**config.mk**
```make
export PLATFORM = sky130hd
export DESIGN_NAME = mem_access_unit
export DESIGN_NICKNAME = d
export VERILOG_FILES = /design/src/rtl/mem_access_unit.sv
export SDC_FILE = /design/constraint.sdc
export NUM_CORES = 1
export LEC_CHECK = 0
export CORE_ASPECT_RATIO = 1.5
export CORE_UTILIZATION = 46
export DETAILED_ROUTE_END_ITERATION = 10
export PLACE_DENSITY = 0.78
export SYNTH_ARGS = -nofsm -noshare
export SYNTH_HDL_FRONTEND = slang
export SYNTH_SLANG_ARGS = --single-unit
```
**constraint.sdc**
```tcl
create_clock -name clk -period 4.3 [get_ports clk]
set_input_delay 1.075 -clock clk [delete_from_list [all_inputs] [get_ports clk]]
set_output_delay 1.075 -clock clk [all_outputs]
set_load 0.01 [all_outputs]
```
**src/rtl/mem_access_unit.sv**
```systemverilog
// mem_access_unit: MEM-stage load/store unit for a word-wide, byte-strobed data memory.
// Misaligned accesses are split into two beats; define MISALIGN_TRAP_EN to flag them instead.
module mem_access_unit #(
  parameter int AW = 18,
  parameter int WD = 32
) (
  input  logic          clk,
  input  logic          rst,
  input  logic          reqvalidM,
  input  logic          memreadM,
  input  logic          memwriteM,
  input  logic [2:0]    memctrlM,
  input  logic [AW-1:0] addrM,
  input  logic [WD-1:0] writedataM,
  output logic          stallM,
  output logic [AW-1:0] dm_addr,
  output logic          dm_we,
  output logic [3:0]    dm_wstrb,
  output logic [WD-1:0] dm_wdata,
  input  logic [WD-1:0] dm_rdata,
  output logic          respvalidW,
  output logic [WD-1:0] loaddataW,
  output logic          misalignW
);

  typedef enum logic {S_IDLE, S_SPLIT} state_e;
  typedef enum logic [1:0] {SZ_B, SZ_H, SZ_W} size_e;

  state_e          state, next_state;
  size_e           size;
  logic            uns, misaligned, accept, is_store, is_load;
  logic [1:0]      off;
  logic [3:0]      mask;
  logic [7:0]      lane_mask;
  logic [2*WD-1:0] wdata_wide;
  logic [AW-1:0]   word_addr;
  logic [WD-1:0]   aligned_raw, merged_raw;

  // Beat-1 context: captured when a misaligned access is accepted, consumed in SPLIT.
  logic [WD-1:0]   cap_rdata, b1_wdata;
  logic [AW-1:0]   b1_addr;
  logic [3:0]      b1_strb;
  logic [1:0]      b1_off;
  logic            b1_store, b1_load, b1_uns;
  size_e           b1_size;

  function automatic logic [WD-1:0] extend(input logic [WD-1:0] raw, input size_e sz,
                                           input logic zext);
    case (sz)
      SZ_B:    extend = zext ? {{(WD-8){1'b0}}, raw[7:0]}   : {{(WD-8){raw[7]}}, raw[7:0]};
      SZ_H:    extend = zext ? {{(WD-16){1'b0}}, raw[15:0]} : {{(WD-16){raw[15]}}, raw[15:0]};
      default: extend = raw;
    endcase
  endfunction

  // Illegal funct3 codes fall into the default arm and behave as W.
  always_comb begin
    case (memctrlM)
      3'b000, 3'b100: size = SZ_B;
      3'b001, 3'b101: size = SZ_H;
      default:        size = SZ_W;
    endcase
    uns         = memctrlM[2] && (size != SZ_W);
    off         = addrM[1:0];
    misaligned  = ((size == SZ_H) && (off == 2'b11)) || ((size == SZ_W) && (off != 2'b00));
    mask        = (size == SZ_B) ? 4'b0001 : (size == SZ_H) ? 4'b0011 : 4'b1111;
    lane_mask   = {4'b0000, mask} << off;
    wdata_wide  = {{WD{1'b0}}, writedataM} << {off, 3'b000};
    word_addr   = {addrM[AW-1:2], 2'b00};
    is_store    = memwriteM;
    is_load     = memreadM && !memwriteM;
    accept      = (state == S_IDLE) && reqvalidM && (memreadM || memwriteM);
    aligned_raw = dm_rdata >> {off, 3'b000};
    merged_raw  = WD'({dm_rdata, cap_rdata} >> {b1_off, 3'b000});
  end

  // NOTE: every output gets a default before the case so no path can infer a latch.
  always_comb begin
    next_state = state;
    stallM     = 1'b0;
    dm_addr    = word_addr;
    dm_we      = 1'b0;
    dm_wstrb   = 4'b0000;
    dm_wdata   = wdata_wide[WD-1:0];
    case (state)
      S_IDLE: begin
        if (accept) begin
          dm_we    = is_store;
          dm_wstrb = is_store ? lane_mask[3:0] : 4'b0000;
          if (misaligned) begin
`ifdef MISALIGN_TRAP_EN
            dm_we    = 1'b0;
            dm_wstrb = 4'b0000;
`else
            stallM     = 1'b1;
            next_state = S_SPLIT;
`endif
          end
        end
      end
      S_SPLIT: begin
        dm_addr    = b1_addr;
        dm_we      = b1_store;
        dm_wstrb   = b1_store ? b1_strb : 4'b0000;
        dm_wdata   = b1_wdata;
        next_state = S_IDLE;
      end
    endcase
  end

  // NOTE: sequential state uses non-blocking assignments so all registers see pre-edge values.
  always_ff @(posedge clk or posedge rst) begin
    if (rst) begin
      state      <= S_IDLE;
      respvalidW <= 1'b0;
      loaddataW  <= '0;
      cap_rdata  <= '0;
      b1_wdata   <= '0;
      b1_addr    <= '0;
      b1_strb    <= 4'b0000;
      b1_off     <= 2'b00;
      b1_store   <= 1'b0;
      b1_load    <= 1'b0;
      b1_uns     <= 1'b0;
      b1_size    <= SZ_W;
    end else begin
      state      <= next_state;
      respvalidW <= 1'b0;
      if (accept && !misaligned && is_load) begin
        respvalidW <= 1'b1;
        loaddataW  <= extend(aligned_raw, size, uns);
      end
      if (accept && misaligned) begin
        cap_rdata <= dm_rdata;
        b1_wdata  <= wdata_wide[2*WD-1:WD];
        b1_addr   <= word_addr + AW'(4);
        b1_strb   <= lane_mask[7:4];
        b1_off    <= off;
        b1_store  <= is_store;
        b1_load   <= is_load;
        b1_uns    <= uns;
        b1_size   <= size;
      end
      if ((state == S_SPLIT) && b1_load) begin
        respvalidW <= 1'b1;
        loaddataW  <= extend(merged_raw, b1_size, b1_uns);
      end
`ifdef MISALIGN_TRAP_EN
      if (accept && misaligned && is_load) begin
        respvalidW <= 1'b1;
        loaddataW  <= '0;
      end
`endif
    end
  end

`ifdef MISALIGN_TRAP_EN
  always_ff @(posedge clk or posedge rst) begin
    if (rst) misalignW <= 1'b0;
    else     misalignW <= accept && misaligned;
  end
`else
  assign misalignW = 1'b0;
`endif

endmodule

```
==> run metrics <==
Site Rows=57; Max VDD drop=about 0.27 mV; Core ar.=between 15000 and 20000 sq um; first-pass GRT wire length=roughly 36000 um; setup ws final=412 ps; drt first pass iters=7; Setup TNS=0 ps; Reg2Reg Depth=5; Total GRT Usage=roughly 28%; Final Max Tran Viols=0; footprint of the multi-input gates=~4300 sq um; min Tclk post-route=between 3000 and 4000 ps; Crit Reg-Reg Startpoint=state; Filler Cells Inserted=1329; Num CTS Buffers=17; number of global-route vias before repair=6978; crit path DAT=2810 ps; Yosys Warn Count=0; H-Tree Depth=4; Clock Tree Buf Depth=2; hold depth=1; async set-reset flop share out of synthesis=between 90% and 100%; startpoint types=input port; hold slack=approximately 480 ps; CP required=~3200 ps; Crit Path Category=in -> out; PD cells=446 nW/um^2; Critical Path End Type=output port; final wirelength=about 23000 um; gpl congestion=about 0.86; Nets=a little under 1000; Die ar.=roughly 17000 sq um; DR WL/cell=about 20 um; # IOs=180; average vias per placed instance=slightly above 6; Crit Path Max Fanout=3; Hold EP=b1_strb[0]; Clock Pin Slew Worst Setup and Hold Paths=about 60 ps; Synth Register Bits=116; post-detail-place hpwl=roughly 16000 um; Worst slew margin=between 30% and 40%; Worst Hold Class=reg -> reg; measured slew at the worst slew-check pin=roughly 950 ps; RSZ-0062 raised after global routing=false; EDFF count, synth=0; Final Hold Fails=0; area delta synth->final=32.6%; number of remaining DRC errors=0; placed cells=~1100; Max Cap Violations=0; Post-Syn Area=7600 sq um; clock skew=~8.2 ps; # resized after CTS=0; Mean Syn Cell Area=10.2 sq um; Power Total=4.50 mW; pre-CTS setup slack=427 ps; Iter 0 DRT Violations=between 300 and 400; CTS Hold Bufs=0; Final period util=roughly nine tenths; I/O Buffers=176; area post-placement=9460 sq um; largest net degree at the start of global routing=a little over 70; initial antenna violation count=2; Sequential Area=2910 sq um; Die Ht=around 160 um; Netlist cell types=54; R2R setup slack=1510 ps; Max Fclk=approximately 260 MHz; DIE WIDTH=approximately 110 um; post-route cell area=roughly 10000 sq um; CTS sink cnt=116; # setup viols final=0; main flop type after synthesis=dfrtp_1; sequential area share after synthesis=38.2%; DR vias=between 6000 and 7000; share of post-route cells with drive strength above 1=~19%; non-filler cells, final=approximately 1100; Syn Inst Count=between 700 and 800; total congestion overflow=0; postcts setup bufs=0; Initial Utilization=between 40% and 50%; Clk Latency, worst-skew pair=slightly above 400 ps; outcome=completed; Hold Crit Start=b1_strb[0]; Final Util=62.3%; R2R Path End=loaddataW[7]; standby leakage power=around 4.0 nW; Root Buffer=clkbuf_16; CTS tree=yes; post-route ant nets=0
-- worst max path at each step --
stage                          from      endpoint  slack (ps)  cells after the start
after detailed placement   addrM[0]  dm_wdata[20]         430                      6
final                     reqvalidM   dm_wstrb[2]         410                      5
after global placement     addrM[0]  dm_wdata[19]         460                      6
after global routing       addrM[0]  dm_wdata[19]         300                      6
after floorplan                 rst   b1_addr[10]         150                      1
after CTS                  addrM[0]  dm_wdata[20]         400                      6
-- per-layer routing --
metal | vias to the layer above | wire [um] | track usage [%]
met4 | 2 | 1120 | 15.6
met1 | 3302 | 8070 | 31.0
met5 | - | 13 | 0
li1 | 3068 | - | -
met3 | 81 | 1650 | 5.77
met2 | 384 | 11800 | 47.6
-- cells in the mapped netlist (5+ instances only) --
cell | count | area share [%]
mux2i_1 | 33 | 4.3
a211oi_1 | 26 | 2.6
mux4_2 | 41 | 12
buf_6 | 8 | 1.2
dfrtp_1 | 115 | 38
o21a_1 | 7 | 0.69
o22ai_1 | 7 | 0.58
and2_1 | 12 | 0.99
nand3_1 | 7 | 0.46
clkbuf_1 | 22 | 1.1
mux2_2 | 59 | 8.7
buf_4 | 6 | 0.59
nand2_1 | 117 | 5.8
o31ai_1 | 12 | 1.2
nor2b_1 | 10 | 0.82
nor2_1 | 31 | 1.5
o21ai_0 | 77 | 5.1
a221oi_1 | 8 | 0.92
xor2_1 | 10 | 1.2
xnor2_1 | 5 | 0.58
o21ai_1 | 11 | 0.72
a22oi_1 | 9 | 0.89
inv_1 | 6 | 0.30
a21o_1 | 5 | 0.49
buf_2 | 28 | 1.8
a21oi_1 | 34 | 2.2
-- logic make-up (layout without fill, tap and decap cells) --
group                      count (synthesis)  in the layout  share of synthesized area, %
xor gates and xnor gates                  15             15                          1.73
adders and majority gates                  1              1                         0.165
muxes                                    134            134                          25.5
other                                      1              4                        0.0494
DFF                                      116            116                          38.2
and+or+nand+nor                          198            198                          11.6
buffers and inverters                     73            240                          5.17
AOI/OAI and AO/OA                        210            210                          17.5
-- worst max-delay path: stages --
cell and delay, ps:
clkdlybuf4s50_1 470, nor2b_1 210, nand2_1 120, o31ai_1 310, clkdlybuf4s50_1 630
-- report_power, final --
group / total, mW / switching, mW / internal (mW)
Clock: 1.46 / 0.523 / 0.941
Combinational: 1.45 / 0.625 / 0.822
Sequential: 1.58 / 0.220 / 1.37
Total: 4.50 / 1.37 / 3.13
-- registers in the layout, indices dropped and copies added (netlist names) --
signal and flops:
b1_addr 16, b1_load 1, b1_off 2, b1_size 2, b1_store 1, b1_strb 3
b1_uns 1, b1_wdata 24, cap_rdata 32, loaddataW 32, respvalidW 1, state 1
-- final cells by class --
| cell class | instances | area share (%) |
|---|---|---|
| antenna | 1 | 0.0248 |
| clock buffer | 20 | 4.53 |
| clock inverter | 12 | 1.54 |
| inverter | 7 | 0.286 |
| multi-input combinational | 561 | 42.8 |
| sequential | 116 | 28.8 |
| tap | 206 | 2.56 |
| timing repair buffer | 201 | 19.4 |
-- layout by cell type (no fill, tap or decap), types with 11 or more instances in the layout --
| cell type | instances |
|---|---|
| a21oi_1 | 34 |
| clkbuf_16 | 17 |
| buf_4 | 25 |
| clkdlybuf4s50_1 | 174 |
| dfrtp_1 | 113 |
| mux2_2 | 59 |
| and2_1 | 12 |
| o31ai_1 | 12 |
| mux4_2 | 41 |
| o21ai_1 | 11 |
| a211oi_1 | 26 |
| mux2i_1 | 33 |
| nor2_1 | 31 |
| nand2_1 | 117 |
| o21ai_0 | 77 |
Note: power is estimated with default switching activity, not from simulation.
